**config.mk**
```make
export PLATFORM = sky130hd
export DESIGN_NAME = fetch_ctrl
export DESIGN_NICKNAME = d
export VERILOG_FILES = /design/src/rtl/fetch_ctrl.sv
export SDC_FILE = /design/constraint.sdc
export NUM_CORES = 1
export LEC_CHECK = 0
export BUFFER_PORTS_ARGS = -buffer_cell sky130_fd_sc_hd__buf_4
export CORE_ASPECT_RATIO = 2
export CORE_MARGIN = 1
export CORE_UTILIZATION = 56
export DETAILED_ROUTE_END_ITERATION = 6
export GPL_TIMING_DRIVEN = 0
export PLACE_DENSITY_LB_ADDON = 0.08
export SETUP_SLACK_MARGIN = 0.2
export SYNTH_ARGS = -nofsm -noshare
export SYNTH_HDL_FRONTEND = slang
export SYNTH_SLANG_ARGS = --single-unit
```
**constraint.sdc**
```tcl
create_clock -name Clk -period 5.8 [get_ports Clk]
set_clock_uncertainty 0.2 [all_clocks]
set_input_delay 0.58 -clock Clk [delete_from_list [all_inputs] [get_ports Clk]]
set_output_delay 0.58 -clock Clk [all_outputs]
set_load 0.05 [all_outputs]
```
**src/rtl/fetch_ctrl.sv**
```systemverilog
// Instruction fetch controller: owns the program counter, the IDLE/RUN/DONE
// sequencing, the retired-instruction counter and a sticky PC wrap flag.
module fetch_ctrl #(
   parameter int A  = 10,
   parameter int OW = 6
) (
   input  logic          Clk,
   input  logic          Reset,
   input  logic          Start,
   input  logic [A-1:0]  StartAddr,
   input  logic          Stall,
   input  logic          Halt,
   input  logic          Jump,
   input  logic [A-1:0]  Target,
   input  logic          Branch,
   input  logic [OW-1:0] Offset,
   output logic [A-1:0]  InstAddress,
   output logic          Running,
   output logic          Done,
   output logic [15:0]   InstCount,
   output logic          Wrapped
);

   typedef enum logic [1:0] {
      IDLE = 2'd0,
      RUN  = 2'd1,
      DONE = 2'd2
   } state_t;

   state_t        state_q, state_d;
   logic [A-1:0]  pc_q, pc_d;
   logic [15:0]   count_q, count_d;
   logic          wrapped_q, wrapped_d;
   logic [A-1:0]  offset_ext;

   assign offset_ext = {{(A-OW){Offset[OW-1]}}, Offset};

   // NOTE: every *_d gets its current value first so no path through the case leaves it unassigned (no latches).
   always_comb begin
      state_d   = state_q;
      pc_d      = pc_q;
      count_d   = count_q;
      wrapped_d = wrapped_q;

      unique case (state_q)
         IDLE, DONE: begin
            if (Start) begin
               state_d   = RUN;
               pc_d      = StartAddr;
               count_d   = '0;
               wrapped_d = 1'b0;
            end
         end
         RUN: begin
            if (!Stall) begin
               // Halt retires too, so counting happens before the control decode.
               if (count_q != 16'hFFFF) count_d = count_q + 16'd1;
               if (Halt) begin
                  state_d = DONE;
               end else if (Jump) begin
                  pc_d = Target;
               end else if (Branch) begin
                  pc_d = pc_q + offset_ext;
               end else begin
                  pc_d = pc_q + 1'b1;
                  if (&pc_q) wrapped_d = 1'b1;
               end
            end
         end
         default: state_d = IDLE;
      endcase
   end

   // NOTE: sequential state uses non-blocking assignments only; the async clear is in the sensitivity list.
   always_ff @(posedge Clk or negedge Reset) begin
      if (!Reset) begin
         state_q   <= IDLE;
         pc_q      <= '0;
         count_q   <= '0;
         wrapped_q <= 1'b0;
      end else begin
         state_q   <= state_d;
         pc_q      <= pc_d;
         count_q   <= count_d;
         wrapped_q <= wrapped_d;
      end
   end

   assign InstAddress = pc_q;
   assign Running     = (state_q == RUN);
   assign Done        = (state_q == DONE);
   assign InstCount   = count_q;
   assign Wrapped     = wrapped_q;

endmodule

```
==> metrics.md, run 1 <==
| Metric | Value |
|---|---|
| Ports | 62 |
| GRT Util Overall | 30.96% |
| CP Buf/Inv Count | 1 |
| Post-route insts no fill | 355 |
| Clk_lat worst skew | 0.29 ns |
| Kind of critical path | in -> reg |
| WL/cell | 15.79 um |
| Status | completed |
| Number of distinct library cells after synthesis | 64 |
| Post-Syn Instances | 237 |
| Pint | 0.0005917 W |
| EDFF count, synth | 0 |
| Worst path slowest cell | fa_1 |
| Post-DP Area | 2624 sq um |
| Seq/Total Area, Yosys | 34.48% |
| Dominant cells by area after synthesis | dfrtp_1, nor2_1, xnor2_1 |
| Clock power share | 15.9% |
| CORE AREA | 3607 sq um |
| Cell repeated most along the worst path | mux2i_1 |
| Cell Chain, Critical Path | buf_4, or2b_1, ha_1, fa_1, a211oi_1, o21bai_1, mux2i_1, mux2i_1, a311oi_1 |
| Final RePlAce weighted congestion | 0.8637 |
| Post-CTS Hold Buffers | 0 |
| Sum Neg Setup Slack | 0 ns |
| PwrDens | 427.5 nW/um^2 |
| Avg Synthesized Cell Area | 8.880 sq um |
| Clk sink count | 29 |
| Vias per inst | 6.011 |
| YS warnings | 0 |
| Fill cells | 301 |
| IO Port Bufs | 61 |
| Ys async rst share | 100.0% |
| Area grow syn2layout | 29.49% |
| Comb pwr share | 55.9% |
| Element type at the critical path end | register |
| Clk slew on worst S/H paths | 0.06 ns |
| Multi-input logic area | 1315 sq um |
| Sw frac | 49.22% |
| Final net count | 345 |
| Initial Utilization | 58.34% |
| CTS tree | done |
| Max FO, Critical Path | 7 |
| Top_reg_cell synth | dfrtp_1 |
| Design Power | 0.001165 W |
| Family with the most delay on the worst path | compound AO/OA/AOI/OAI gates |
| H-tree levels | 2 |
| Pin slew with the least headroom to its limit | 0.5868 ns |
| Register area | 725.7 sq um |
| HP Class | in -> async |
| LEAKAGE | 1.245 nW |
| Die height | 88.70 um |
| Switch Pwr | 0.0005734 W |
| Worst VDD drop | 0.3161 mV |
| Yosys top cell by area | dfrtp_1 |
| Number of buffers created by CTS | 5 |
| Postcts setup bufs | 0 |
| Grt total ovfl | 0 |
| Syn nets | 277 |
| CP Data Required Time | 5.79 ns |
| ANT cells | 0 |
| Area of the mapped netlist | 2105 sq um |
| DR pass1 iterations | 4 |
| Row cnt | 31 |
| Initial antenna violation count | 0 |
| Clock root cell | clkbuf_8 |
| DRT iter0 DRCs | 38 |
| Yosys top cell area share | 34.48% |
| WHS | 0.01493 ns |
| Worst EP arrival | 2.73 ns |
| Post-DP HPWL | 4392 um |
| Final slew viol count | 0 |
| Sequential power share | 28.2% |
| Overall die area | 4022 sq um |
| Max-cap violations | 0 |
| Vias in the first global route | 2088 |
| CP peak stage delay | 0.44 ns |
| Vias | 2134 |
| F_max | 0.3655 GHz |
| Relative slew slack | 60.58% |
| Cts repair resizes | 0 |
| Post-route ant nets | 0 |
| Final count of hold timing violations | 0 |
| Startpoint types | input port |
| RSZ-0062 raised after global routing | false |
| Commonest cells after routing, fill and taps aside | buf_4, dfrtp_1, nor2_1 |
| Fin crit share | 47.17% |
| Most common cell after layout, fill and taps aside | buf_4 |
| Max clock buf depth | 2 |
| Wire length of the first global-routing pass | 9080 um |
| Wirelength, routed | 5607 um |
| DRC viols | 0 |
| Register bit total from synthesis | 29 |
| Final setup vio count | 0 |
| Post-route minimum period | 2.736 ns |
| Share of post-route cells with drive strength above 1 | 29.74% |
| Placed instance count | 347 |
| Die W | 45.35 um |
| Final instance area | 2725 sq um |
| Pin count of the biggest net entering global routing | 30 |
-- final cells by class --
class | count | share of cell area (%)
sequential | 29 | 26.63
tap | 49 | 2.250
inverter | 5 | 0.6887
buffer | 8 | 1.653
clock inverter | 1 | 0.1837
clock buffer | 7 | 3.535
multi-input combinational | 195 | 48.26
timing repair buffer | 61 | 16.80
-- power groups by stage --
stage / registers [W] / clock network, W / logic [W]
after floorplan: 0.000464 / 0 / 0.000320
after global placement: 0.000328 / 0 / 0.000639
after detailed placement: 0.000330 / 0 / 0.000650
after CTS: 0.000327 / 0.000187 / 0.000650
after global routing: 0.000335 / 0.000198 / 0.000702
final: 0.000328 / 0.000186 / 0.000651
-- cells by family after synthesis --
group	count (synthesis)	share of synthesized area [%]
muxes	9	4.281
AOI/OAI and AO/OA	64	21.88
adders and majority gates	7	4.518
xor gates and xnor gates	13	5.410
buffers and inverters	13	3.032
DFF	29	34.48
and+or+nand+nor	102	26.40
-- state kept, by name, indices dropped and copies added, names as in the netlist --
signal       count
InstAddress     10
InstCount       16
Wrapped          1
state_q          2
-- metrics by stage --
stage	util, %	setup WS, ns
floorplan	-	3.175
global placement	72.74	2.736
detailed placement	72.74	2.739
CTS	75.55	3.031
global route	75.55	2.862
finish	75.55	3.064
-- layer usage --
metal | part of all wire (%) | vias up | track usage [%]
met3 | 3.9 | 16 | 5.102
met4 | 3.2 | 0 | 17.91
met5 | 0 | - | 0
li1 | - | 1020 | -
met1 | 36 | 1023 | 29.37
met2 | 57 | 75 | 58.37
-- cell usage after synthesis (2+ instances only) --
cell / number
xnor2_1: 12
o21bai_1: 2
and2_2: 5
ha_1: 6
o21ai_0: 16
a211oi_1: 10
buf_2: 3
nand2b_1: 2
a221oi_1: 2
nand4_1: 4
inv_1: 4
nand2_1: 25
a21o_1: 3
nor2_1: 28
and3_1: 3
a21oi_1: 9
a32o_1: 2
nor2b_1: 3
and4_1: 2
clkbuf_1: 3
mux2i_1: 9
or2_2: 3
o22ai_1: 3
dfrtp_1: 29
nand3_1: 10
-- worst register-to-register path: stages (launching register included) --
cell,delay [ns]
dfrtp_1,0.43
ha_1,0.26
fa_1,0.44
a211oi_1,0.37
o21bai_1,0.19
mux2i_1,0.23
mux2i_1,0.11
a311oi_1,0.24
-- path summary, 6_finish.rpt --
check                                      startpoint                          to  slack (ns)  depth (start not counted)
min in group Clk                  Wrapped$_DFFE_PN0P_         Wrapped$_DFFE_PN0P_        0.30                          1
setup reg to reg           InstAddress[0]$_DFFE_PN0P_  InstAddress[8]$_DFFE_PN0P_        3.24                          7
setup / recovery                               Branch  InstAddress[8]$_DFFE_PN0P_        3.06                          9
hold / removal                                  Reset  InstAddress[0]$_DFFE_PN0P_        0.01                          1
max in group asynchronous                       Reset   InstCount[14]$_DFFE_PN0P_        5.10                          1
hold reg to reg                   Wrapped$_DFFE_PN0P_         Wrapped$_DFFE_PN0P_        0.30                          1
Note: power is estimated with default switching activity, not from simulation.
==> inputs of run 2 (changes only) <==
--- a/config.mk
+++ b/config.mk
@@ -8,7 +8,7 @@
 export BUFFER_PORTS_ARGS = -buffer_cell sky130_fd_sc_hd__buf_4
 export CORE_ASPECT_RATIO = 2
 export CORE_MARGIN = 1
-export CORE_UTILIZATION = 56
+export CORE_UTILIZATION = 52
 export DETAILED_ROUTE_END_ITERATION = 6
 export GPL_TIMING_DRIVEN = 0
 export PLACE_DENSITY_LB_ADDON = 0.08
==> constraint.sdc (replaced) <==
create_clock -name Clk -period 2.6 [get_ports Clk]
set_clock_uncertainty 0.2 [all_clocks]
set_input_delay 0.26 -clock Clk [delete_from_list [all_inputs] [get_ports Clk]]
set_output_delay 0.26 -clock Clk [all_outputs]
set_load 0.05 [all_outputs]
==> run 2 against run 1 <==
  * Sequential power is 120% higher
  * Worst hold slack better by 0.035 ns
  * Sequential share of layout area is 0.59 points lower
  * Global-route usage is 0.50 points lower
  * Die area is 7.4% higher
  * Routed wire length is 7.5% higher
  * Count of clock-buffer cells in the layout stayed put
  * Utilization is 2.9 points lower
  * First-iteration DRC count is 26% higher
  * Combinational power is 140% higher
  * Largest cell class unchanged
==> metrics.md, run 2 (same netlist as run 1, synthesis figures left out) <==
| Metric | Value |
|---|---|
| Final RePlAce weighted congestion | 0.8874 (was 0.8637) |
| Grt total ovfl | 0 (unchanged) |
| IO Port Bufs | 61 (unchanged) |
| Clk sink count | 29 (unchanged) |
| Startpoint types | register (was input port) |
| Die height | 91.97 um (was 88.70 um) |
| Pin count of the biggest net entering global routing | 30 (unchanged) |
| H-tree levels | 2 (unchanged) |
| Vias in the first global route | 2142 (was 2088) |
| Max-cap violations | 0 (unchanged) |
| CP Data Required Time | 2.59 ns (was 5.79 ns) |
| Post-DP HPWL | 4556 um (was 4392 um) |
| Max reg flops | 16 (unchanged) |
| Kind of critical path | reg -> reg (was in -> reg) |
| DRT iter0 DRCs | 48 (was 38) |
| Wire length of the first global-routing pass | 9432 um (was 9080 um) |
| Vias | 2125 (was 2134) |
| GRT Util Overall | 30.47% (was 30.96%) |
| CTS tree | done (unchanged) |
| Initial antenna violation count | 0 (unchanged) |
| ANT cells | 0 (unchanged) |
| Vias per inst | 5.919 (was 6.011) |
| Overall die area | 4321 sq um (was 4022 sq um) |
| WL/cell | 16.80 um (was 15.79 um) |
| Max FO, Critical Path | 4 (was 7) |
| Final net count | 347 (was 345) |
| Commonest cells after routing, fill and taps aside | buf_4, dfrtp_1, nor2_1 (unchanged) |
| DR pass1 iterations | 4 (unchanged) |
| CORE AREA | 3844 sq um (was 3607 sq um) |
| Final setup vio count | 0 (unchanged) |
| Row cnt | 32 (was 31) |
| Most common cell after layout, fill and taps aside | buf_4 (unchanged) |
| Area grow syn2layout | 32.64% (was 29.49%) |
| Final count of hold timing violations | 0 (unchanged) |
| Fin crit share | 90.14% |
| Initial Utilization | 54.75% (was 58.34%) |
| Worst EP arrival | 2.34 ns (was 2.73 ns) |
| F_max | 0.4267 GHz |
| Sum Neg Setup Slack | 0 ns (unchanged) |
| Final slew viol count | 0 (unchanged) |
| Post-route minimum period | 2.344 ns |
| Relative slew slack | 61.72% (was 60.58%) |
| Die W | 46.99 um (was 45.35 um) |
| Final core occ | 72.62% (was 75.55%) |
| DRC viols | 0 (unchanged) |
| LEAKAGE | 1.263 nW (was 1.245 nW) |
| Number of buffers created by CTS | 5 (unchanged) |
| PwrDens | 987.8 nW/um^2 (was 427.5 nW/um^2) |
| Wirelength, routed | 6030 um (was 5607 um) |
| Pin slew with the least headroom to its limit | 0.5699 ns (was 0.5868 ns) |
| Clock root cell | clkbuf_8 (unchanged) |
| Worst VDD drop | 0.6995 mV (was 0.3161 mV) |
| Post-route ant nets | 0 (unchanged) |
| DP Worst Slack | -0.06640 ns (was 2.739 ns) |
| Share of post-route cells with drive strength above 1 | 31.82% (was 29.74%) |
| Status | completed (unchanged) |
| Clk_lat worst skew | 0.29 ns (about the same) |
| Clk slew on worst S/H paths | 0.07 ns (was 0.06 ns) |
| Ports | 62 (unchanged) |
| HP Class | in -> reg (was in -> async) |
| Max clock buf depth | 2 (unchanged) |
| RSZ-0062 raised after global routing | true (was false) |
| Worst setup margin | 0.2563 ns (was 3.064 ns) |
| Element type at the critical path end | register (unchanged) |
## run 2: cell types whose count changed in the layout (fill, tap and decap cells not counted), sizes merged
cell / change
clkinv: -1
buf: +1
bufinv: +1
dlygate4sd3: +1
## run 2: layout make-up
type	count	area, sq um
multi-input combinational	195	1345
fill	342	1052
sequential	29	726.9
timing repair buffer	63	475.5
clock buffer	7	86.33
tap	51	63.81
buffer	8	45.04
clock inverter	1	30.03
inverter	5	18.77
## run 2: final timing paths
kind	from	end	slack [ns]	cells after the start
setup / recovery	InstAddress[0]$_DFFE_PN0P_	InstAddress[8]$_DFFE_PN0P_	0.26	7
hold / removal	StartAddr[6]	InstAddress[6]$_DFFE_PN0P_	0.05	3
setup reg to reg	InstAddress[0]$_DFFE_PN0P_	InstAddress[8]$_DFFE_PN0P_	0.26	7
hold reg to reg	Wrapped$_DFFE_PN0P_	Wrapped$_DFFE_PN0P_	0.32	1
max in group asynchronous	Reset	InstAddress[0]$_DFFE_PN0P_	1.65	2
min in group asynchronous	Reset	InstAddress[6]$_DFFE_PN0P_	0.24	2
## run 2: what timing repair did
| item | 4_1_cts | 5_1_grt |
|---|---|---|
| resized for setup | 2 | 5 |
| setup buffers | 0 | 1 |
| hold buffers | 1 | 0 |
| hold endpoints to repair | 29 | 0 |
| setup endpoints to repair | 2 | 5 |
| pin swaps | 1 | 2 |
## run 2: layer usage
| metal | part of all wire [%] | GRT usage [%] | vias to the layer above | wire (um) |
|---|---|---|---|---|
| met1 | 37 | 29.03 | 1018 | 2201 |
| li1 | - | - | 1021 | - |
| met2 | 57 | 55.09 | 70 | 3422 |
| met3 | 3.3 | 5.512 | 16 | 197 |
| met5 | 0 | 0 | - | 0 |
| met4 | 3.4 | 17.38 | 0 | 208 |
## run 2: through the flow
stage | instance area, sq um | hold WS [ns] | total power, W | cells
after floorplan | 2111 | -0.2356 | 0.001758 | 237
final | 2791 | 0.04951 | 0.002757 | 359
after detailed placement | 2633 | 0.003969 | 0.002205 | 349
after CTS | 2765 | 0.04342 | 0.002716 | 358
after global placement | 2633 | 0.004055 | 0.002173 | 349
after global routing | 2791 | 0.03554 | 0.002914 | 359
## run 2: worst max-delay path, stage by stage, from the launching register on
cell,delay (ns)
dfrtp_2,0.44
ha_2,0.23
fa_2,0.41
a211oi_4,0.25
o21bai_2,0.14
mux2i_1,0.23
mux2i_1,0.10
a311oi_1,0.24
## run 2: power breakdown
| group | switching [W] | internal [W] |
|---|---|---|
| Sequential | 0.000172 | 0.000563 |
| Clock | 0.000177 | 0.000312 |
| Combinational | 0.000979 | 0.000554 |
